File: src/rtl/tmr_scrub_pkg.sv
// Shared types for the TMR arbiter scrubber: FSM states, replica indices and
// the mismatch classification produced by the compare stage.
package tmr_scrub_pkg;

  localparam int REPLICAS = 3;

  typedef logic [1:0] replica_idx_t;

  typedef enum logic [2:0] {
    MONITOR,
    CONFIRM,
    WAIT_IDLE,
    RESYNC,
    SETTLE
  } scrub_state_t;

  typedef enum logic [1:0] {
    AGREE,
    SINGLE,
    TRIPLE
  } mismatch_class_t;

  // One-hot reset mask for a single replica; an out-of-range index selects none.
  function automatic logic [REPLICAS-1:0] replica_mask(input replica_idx_t idx);
    logic [REPLICAS-1:0] mask;
    mask = '0;
    for (int i = 0; i < REPLICAS; i++) begin
      if (idx == replica_idx_t'(i)) mask[i] = 1'b1;
    end
    return mask;
  endfunction

endpackage

File: src/rtl/tmr_mismatch_classify.sv
// Combinational voter: reports whether three replica words agree, whether one
// replica is the odd one out (and which), or whether all three differ.
module tmr_mismatch_classify
  import tmr_scrub_pkg::*;
#(
  parameter int W = 5
) (
  input  logic [W-1:0]    word0,
  input  logic [W-1:0]    word1,
  input  logic [W-1:0]    word2,
  output mismatch_class_t cls,
  output replica_idx_t    k
);

  logic eq01;
  logic eq02;
  logic eq12;

  assign eq01 = (word0 == word1);
  assign eq02 = (word0 == word2);
  assign eq12 = (word1 == word2);

  // The odd replica is the one excluded from the single equal pair.
  always_comb begin
    cls = AGREE;
    k   = '0;
    if (eq01 && eq02) begin
      cls = AGREE;
    end else if (eq12) begin
      cls = SINGLE;
      k   = 2'd0;
    end else if (eq02) begin
      cls = SINGLE;
      k   = 2'd1;
    end else if (eq01) begin
      cls = SINGLE;
      k   = 2'd2;
    end else begin
      cls = TRIPLE;
    end
  end

endmodule

File: src/rtl/tmr_arb_scrubber.sv
// Supervisor for a triplicated arbiter: confirms persistent replica faults and
// resyncs the faulty replica once the bus is idle. Optional irq: TMR_SCRUB_IRQ_EN.
module tmr_arb_scrubber
  import tmr_scrub_pkg::*;
#(
  parameter int PORTS          = 4,
  parameter int CONFIRM_CYCLES = 2,
  parameter int RESYNC_CYCLES  = 4,
  parameter int CNT_W          = 8
) (
  input  logic                clk,
  input  logic                rst_n,
  input  logic [PORTS-1:0]    grant_tmr0,
  input  logic [PORTS-1:0]    grant_tmr1,
  input  logic [PORTS-1:0]    grant_tmr2,
  input  logic [REPLICAS-1:0] grant_valid_tmr,
  input  logic                bus_idle,
`ifdef TMR_SCRUB_IRQ_EN
  input  logic                irq_clr,
  output logic                irq,
`endif
  output logic [REPLICAS-1:0] replica_rst,
  output replica_idx_t        fault_idx,
  output logic                fatal,
  output logic [CNT_W-1:0]    fault_count,
  output logic                busy
);

  localparam int W    = PORTS + 1;
  localparam int MAXC = (CONFIRM_CYCLES > RESYNC_CYCLES) ? CONFIRM_CYCLES : RESYNC_CYCLES;
  localparam int TW   = $clog2(MAXC + 1);

  localparam logic [TW-1:0] CONFIRM_LAST = TW'(CONFIRM_CYCLES - 1);
  localparam logic [TW-1:0] RESYNC_LAST  = TW'(RESYNC_CYCLES - 1);

  logic [W-1:0]    word0;
  logic [W-1:0]    word1;
  logic [W-1:0]    word2;
  mismatch_class_t cls;
  replica_idx_t    odd_idx;

  scrub_state_t    state;
  logic [TW-1:0]   cnt;
  replica_idx_t    cand;
  logic            cand_all;

  logic            comparing;
  logic            triple_hit;
  logic            confirm_hit;
  logic [CNT_W-1:0] count_next;

  assign word0 = {grant_valid_tmr[0], grant_tmr0};
  assign word1 = {grant_valid_tmr[1], grant_tmr1};
  assign word2 = {grant_valid_tmr[2], grant_tmr2};

  tmr_mismatch_classify #(
    .W (W)
  ) u_classify (
    .word0 (word0),
    .word1 (word1),
    .word2 (word2),
    .cls   (cls),
    .k     (odd_idx)
  );

  // A fault is confirmed once the same replica has been odd for CONFIRM_CYCLES
  // consecutive samples; with a one-cycle window that happens straight from MONITOR.
  assign comparing   = (state == MONITOR) || (state == CONFIRM);
  assign triple_hit  = comparing && (cls == TRIPLE);
  assign confirm_hit = (cls == SINGLE) &&
                       (((state == MONITOR) && (CONFIRM_CYCLES == 1)) ||
                        ((state == CONFIRM) && (odd_idx == cand) && (cnt == CONFIRM_LAST)));
  assign count_next  = (fault_count == {CNT_W{1'b1}}) ? fault_count
                                                      : fault_count + CNT_W'(1);

  always_ff @(posedge clk or negedge rst_n) begin
    if (!rst_n) begin
      state       <= MONITOR;
      cnt         <= '0;
      cand        <= '0;
      cand_all    <= 1'b0;
      replica_rst <= '0;
      fault_idx   <= '0;
      fatal       <= 1'b0;
      fault_count <= '0;
      busy        <= 1'b0;
    end else begin
      case (state)
        MONITOR, CONFIRM: begin
          if (triple_hit) begin
            fatal    <= 1'b1;
            cand_all <= 1'b1;
            state    <= WAIT_IDLE;
            busy     <= 1'b1;
          end else if (confirm_hit) begin
            cand        <= odd_idx;
            cand_all    <= 1'b0;
            fault_idx   <= odd_idx;
            fault_count <= count_next;
            state       <= WAIT_IDLE;
            busy        <= 1'b1;
          end else if ((cls == SINGLE) && (state == MONITOR)) begin
            cand     <= odd_idx;
            cand_all <= 1'b0;
            cnt      <= TW'(1);
            state    <= CONFIRM;
            busy     <= 1'b1;
          end else if ((cls == SINGLE) && (odd_idx == cand)) begin
            cnt <= cnt + TW'(1);
          end else begin
            state <= MONITOR;
            busy  <= 1'b0;
          end
        end
        WAIT_IDLE: begin
          if (bus_idle) begin
            cnt         <= '0;
            replica_rst <= cand_all ? {REPLICAS{1'b1}} : replica_mask(cand);
            state       <= RESYNC;
          end
        end
        RESYNC: begin
          if (cnt == RESYNC_LAST) begin
            replica_rst <= '0;
            state       <= SETTLE;
          end else begin
            cnt <= cnt + TW'(1);
          end
        end
        SETTLE: begin
          state <= MONITOR;
          busy  <= 1'b0;
        end
        default: begin
          replica_rst <= '0;
          state       <= MONITOR;
          busy        <= 1'b0;
        end
      endcase
    end
  end

`ifdef TMR_SCRUB_IRQ_EN
  // A new fault in the same cycle as a clear must not be lost, so set wins.
  always_ff @(posedge clk or negedge rst_n) begin
    if (!rst_n) begin
      irq <= 1'b0;
    end else if (triple_hit || confirm_hit) begin
      irq <= 1'b1;
    end else if (irq_clr) begin
      irq <= 1'b0;
    end
  end
`endif

endmodule

File: config.mk
export PLATFORM = sky130hd
export DESIGN_NAME = tmr_arb_scrubber
export DESIGN_NICKNAME = d
export VERILOG_FILES = /design/src/rtl/tmr_scrub_pkg.sv /design/src/rtl/tmr_mismatch_classify.sv /design/src/rtl/tmr_arb_scrubber.sv
export SDC_FILE = /design/constraint.sdc
export NUM_CORES = 1
export LEC_CHECK = 0
export ABC_AREA = 1
export CORE_UTILIZATION = 40
export CTS_BUF_LIST = sky130_fd_sc_hd__clkbuf_8
export DETAILED_ROUTE_END_ITERATION = 7
export PLACE_DENSITY = 0.67
export SLEW_MARGIN = 20
export SYNTH_ARGS = -nofsm -noshare
export SYNTH_HDL_FRONTEND = slang
export SYNTH_HIERARCHICAL = 1
export SYNTH_SLANG_ARGS = --single-unit
export TNS_END_PERCENT = 30
File: constraint.sdc
create_clock -name clk -period 3.4 [get_ports clk]
set_clock_uncertainty 0.15 [all_clocks]
set_input_delay 0.68 -clock clk [delete_from_list [all_inputs] [get_ports clk]]
set_output_delay 0.68 -clock clk [all_outputs]
set_load 0.05 [all_outputs]
==> flow_summary.ini, run 1 <==
[run]
drv_cap = 0

[floorplan]
die_w_um = 65.3
initial_utilization = 0.428
num_rows = 22
die_h_um = 65.3
die-area_mm2 = 0.00426
ios = 33
core_mm2 = 0.00374

[logic_synthesis]
synthMuxAreaShare = 0
ys_seq_elements = 24
syn-instance-count = 237
synthSimpleGateAreaFrac = 0.374
ys_seq_area_frac = 0.375
synth_fa_ha_area_frac = 0.0313
synth_compound_area_frac = 0.0633
synth_edf_count = 0
synthFlopType = dfrtp_1
syn_avg_cell_area_um2 = 6.76
synthArstFlopShare = 1.00
synth_top_family_by_area = simple AND/OR/NAND/NOR gates
synth_cell_types = 23
syn_area_mm2 = 0.00160
ys.warnings.count = 6
synth-xor-area-share = 0.0602
syn_nets = 259

[place]
hpwl_mm = 2.51
dp.cells = 318
routabilityCongestion = 0.804
port_buffers = 32

[grt]
grt_usage = 0.166
grt_first_pass_wirelength_mm = 5.53
grt-ovfl-total = 0
grt_pass1_vias = 1330
grt_max_degree = 25
antenna_found_initial = 0

[clocking]
ctsHoldBuffers = 0
cts_buffer_depth = 2
clk_latency_ns = 0.27
cts_tree = built
htreeDepth = 1
root_buffer = clkbuf_8
numClockSinks = 24
numCtsBuffers = 3
cts_setup_buffers = 0
ctsResizeCount = 0
clk_pin_slew_ns = 0.09

[detailed_routing]
routed_via_density = 4.51
ant_nets = 0
wl_mm = 3.09
first_iter_violations = 98
drc_errors = 0
wl_per_cell_um = 9.59
vias = 1453
drtPass1Iterations = 4

[finish]
diodes = 0
area_growth_pct = 28.7
nFillCells = 380
stdcell_count = 322
nNetsFinal = 297
regArea_um2 = 601
drive_above_1_share = 0.0693
multi_input_area_um2 = 847

[sta]
hold_ws_ns = 0.330
rsz0062_at_grt = no
worst_slew_pin_slew_ns = 0.516
final_hold_viol_count = 0
relSlewSlack = 0.655
tns_ns = 0
finalSetupViolCount = 0
finalCritPeriodShare = 0.782
max_freq_ghz = 0.376
period_needed_ns = 2.66
slew_violations = 0

[pwr]
ir_drop_mv = 0.333
powerDensity_mw_per_mm2 = 547
leakage_uw = 0.00110
fin_total_pwr_uw = 1130

[setup_path]
regToRegSetupSlack_ns = 1.75
cp.arrival_ns = 2.70
worst_setup_path_start_kind = primary input
end_kind = flip-flop
required_ns = 3.44
crit_type = primary input to flip-flop
path_max_fanout = 9

[min_path]
hold_class = flip-flop to flip-flop

[run_status]
status = complete, no violations
==> metal layers <==
| layer | vias up | track usage | routed length (µm) |
|---|---|---|---|
| met2 | 23 | 0.264 | 1380 |
| met1 | 634 | 0.230 | 1600 |
| met3 | 4 | 0.0260 | 69 |
| met4 | 0 | 0.0489 | 40 |
| li1 | 792 | - | - |
| met5 | - | 0 | 0 |
==> metrics by stage <==
stage               worst slack, ns   util  cell area, µm²
finish                        0.742  0.550            2060
global route                  0.482  0.550            2060
CTS                           0.729  0.550            2060
detailed placement            0.440  0.531            1990
global placement              0.491  0.531            1990
floorplan                      1.21      -            1600
==> worst max-delay path: stages <==
cell	delay, ns
clkdlybuf4s50_1	0.50
inv_1	0.06
nand2_1	0.05
nand2_1	0.05
nor2_1	0.12
nand3_1	0.13
a31oi_1	0.26
inv_1	0.08
nand2_1	0.08
nand3_2	0.11
nor2_4	0.15
nand2_4	0.12
nor2_8	0.16
nand2_1	0.06
o21ai_1	0.08
==> layout by cell type (no fill, tap or decap), drive strengths merged <==
cell / instances
o21ai: 18
nand4: 3
a31oi: 1
clkbuf: 3
xor2: 3
dfrtp: 24
inv: 41
clkdlybuf4s50: 32
a21oi: 1
nand3: 12
or2: 1
xnor2: 8
nor2: 28
bufinv: 1
nor3: 2
buf: 1
nand2: 91
ha: 4
==> cells in the mapped netlist (2+ instances only) <==
cell type  instances  share of area
nand2_1           88           0.21
inv_1             38          0.089
dfrtp_1           24           0.38
nor2_1            24          0.056
o21ai_0           15          0.047
nand3_1           10          0.031
xnor2_1            8          0.044
ha_1               4          0.031
inv_2              3         0.0070
o21ai_1            3         0.0094
xor2_1             3          0.016
nand2_2            2         0.0078
nand3_2            2          0.013
nand4_1            2         0.0078
nor2_2             2         0.0078
nor3_1             2         0.0063
==> power breakdown <==
group | internal (µW) | switching [µW]
clock | 157 | 89.1
combinational | 170 | 313
sequential | 348 | 49.5
==> cells by family after synthesis <==
| group | after synthesis |
|---|---|
| compound gates | 20 |
| fa+ha+maj | 4 |
| buf+inv | 41 |
| flops | 24 |
| simple gates | 137 |
| xor+xnor | 11 |
==> layout make-up <==
class | instances | share of cell area
inverters | 41 | 0.0747
well taps | 48 | 0.0291
repair buffers | 33 | 0.159
flip-flops and latches | 24 | 0.291
clock buffers | 3 | 0.0200
clock inverters | 1 | 0.0146
multi-input cells | 172 | 0.411
==> registers in the layout (all words and copies together), names as in the netlist <==
signal       cells
fault_idx        2
cand_all         1
fault_count      8
cand             2
replica_rst      3
cnt              3
busy             1
fatal            1
state            3
==> path summary, 6_finish.rpt <==
path                                                   end                 start  cells after the start
worst max register to register  replica_rst[1]$_DFFE_PN0P_  state[2]$_DFFE_PN0P_                      9
worst min-delay path                      busy$_DFFE_PN0P_      busy$_DFFE_PN0P_                      2
min in group asynchronous       replica_rst[1]$_DFFE_PN0P_                 rst_n                      2
worst min register to register            busy$_DFFE_PN0P_      busy$_DFFE_PN0P_                      2
max in group asynchronous       fault_count[0]$_DFFE_PN0P_                 rst_n                      2
worst max-delay path            fault_count[4]$_DFFE_PN0P_         grant_tmr2[3]                     15
Power figures use the tool's default switching activity.
==> run 2, diff against run 1 <==
PLACE_DENSITY = 0.69   (was 0.67)
clock period = 2.2 ns   (was 3.4 ns; I/O delays follow)
==> flow_summary.ini, run 2 (same netlist as run 1, synthesis figures left out) <==
[run_status]
status = complete, no violations

[place]
routabilityCongestion = 0.835
hpwl_mm = 2.64
dp.cells = 326
port_buffers = 32

[finish]
layout_common_cells = nand2_1, inv_1, dfrtp_1, nor2_1, clkdlybuf4s50_1
multi_input_area_um2 = 943
largest_register_ffs = 8
diodes = 0
stdcell_count = 331
nFillCells = 349
area_growth_pct = 33.7
regArea_um2 = 601
post-route-util = 0.572
final_common_cell = nand2_1
nNetsFinal = 306
drive_above_1_share = 0.205
regMostFlops = fault_count

[setup_path]
worst_setup_path_start_kind = flip-flop
end_kind = output port
regToRegSetupSlack_ns = 0.53
critical_path_buf_inv_count = 1
cp_slowest_cell = clkdlybuf4s50_1
crit_family = buffers and inverters
crit_type = flip-flop to output port
cp.arrival_ns = 1.54
cp_slowest_stage_delay_ns = 0.83
required_ns = 1.61
path_max_fanout = 5
crit_path_cell_trace = clkdlybuf4s50_1

[floorplan]
die_w_um = 65.3
core_mm2 = 0.00374
die_h_um = 65.3
num_rows = 22
die-area_mm2 = 0.00426
initial_utilization = 0.428
ios = 33

[grt]
grt_pass1_vias = 1365
grt_max_degree = 25
grt_usage = 0.176
grt-busiest-layer = met2
grt_first_pass_wirelength_mm = 5.84
met2_usage = 0.281
antenna_found_initial = 0
grt-ovfl-total = 0
grt_use_met3 = 0.0226
grtUsageMet1 = 0.244

[sta]
tns_ns = 0
worst_slew_pin_slew_ns = 0.499
period_needed_ns = 2.13
final_hold_viol_count = 0
finalSetupViolCount = 0
finalCritPeriodShare = 0.970
slew_violations = 0
max_freq_ghz = 0.469
rsz0062_at_grt = no
hold_ws_ns = 0.340
relSlewSlack = 0.666

[pwr]
fin_total_pwr_uw = 1800
ir_drop_mv = 0.450
leakage_uw = 0.00117
powerDensity_mw_per_mm2 = 840

[clocking]
htreeDepth = 1
numCtsBuffers = 3
cts_buffer_depth = 2
numClockSinks = 24
ctsHoldBuffers = 0
clk_pin_slew_ns = 0.09
cts_setup_buffers = 0
cts_tree = built
clk_latency_ns = 0.27
root_buffer = clkbuf_8

[detailed_routing]
routed_via_density = 4.56
wl_per_cell_um = 10.2
ant_nets = 0
vias = 1510
drtPass1Iterations = 4
drc_errors = 0
first_iter_violations = 90
wl_mm = 3.38

[min_path]
hold_class = flip-flop to flip-flop

[run]
drv_cap = 0
run 2: worst reg2reg max path, stage by stage (launching register included):
cell and delay [ns]:
dfrtp_1 0.43, ha_1 0.21, ha_1 0.19, nand2_1 0.08, inv_2 0.04, nor2_1 0.15
inv_1 0.07, nor2_2 0.17, nand2_1 0.07, nand2_1 0.06
run 2: area by class of cell:
type	instances	share of cell area
clock inverters	1	0.0140
inverters	41	0.0718
well taps	48	0.0280
repair buffers	41	0.146
flip-flops and latches	24	0.280
clock buffers	3	0.0193
multi-input cells	173	0.440
run 2: worst paths after layout:
path,cells past startpoint,end,startpoint
worst max register to register,9,cnt[2]$_DFFE_PN0P_,cnt[0]$_DFFE_PN0P_
worst max-delay path,1,fault_count[5],fault_count[5]$_DFFE_PN0P_
min in group asynchronous,2,cand[1]$_DFFE_PN0P_,rst_n
worst min-delay path,1,fatal$_DFFE_PN0P_,fatal$_DFFE_PN0P_
worst min register to register,1,fatal$_DFFE_PN0P_,fatal$_DFFE_PN0P_
max in group asynchronous,2,fault_idx[0]$_DFFE_PN0P_,rst_n
run 2: routing by layer:
metal  wire, µm  part of all wire
met1       1660              0.49
met2       1510              0.45
met3        154             0.046
met4         52             0.015
met5          0                 0
run 2: report_power, final:
part	switching (µW)	internal [µW]
sequential	80.3	537
clock	151	244
combinational	511	276
run 2: metrics by stage:
step	setup WS, ns	area, µm²
final	0.0662	2140
after CTS	0.0116	2130
after global routing	0.00739	2140
after detailed placement	-0.512	2050
after floorplan	0.251	1600
after global placement	-0.475	2050
run 2: timing repair:
item,CTS,global route
gates resized for setup,20,44
cloned,1,0
pin swaps,9,15
setup endpoints to repair,20,20
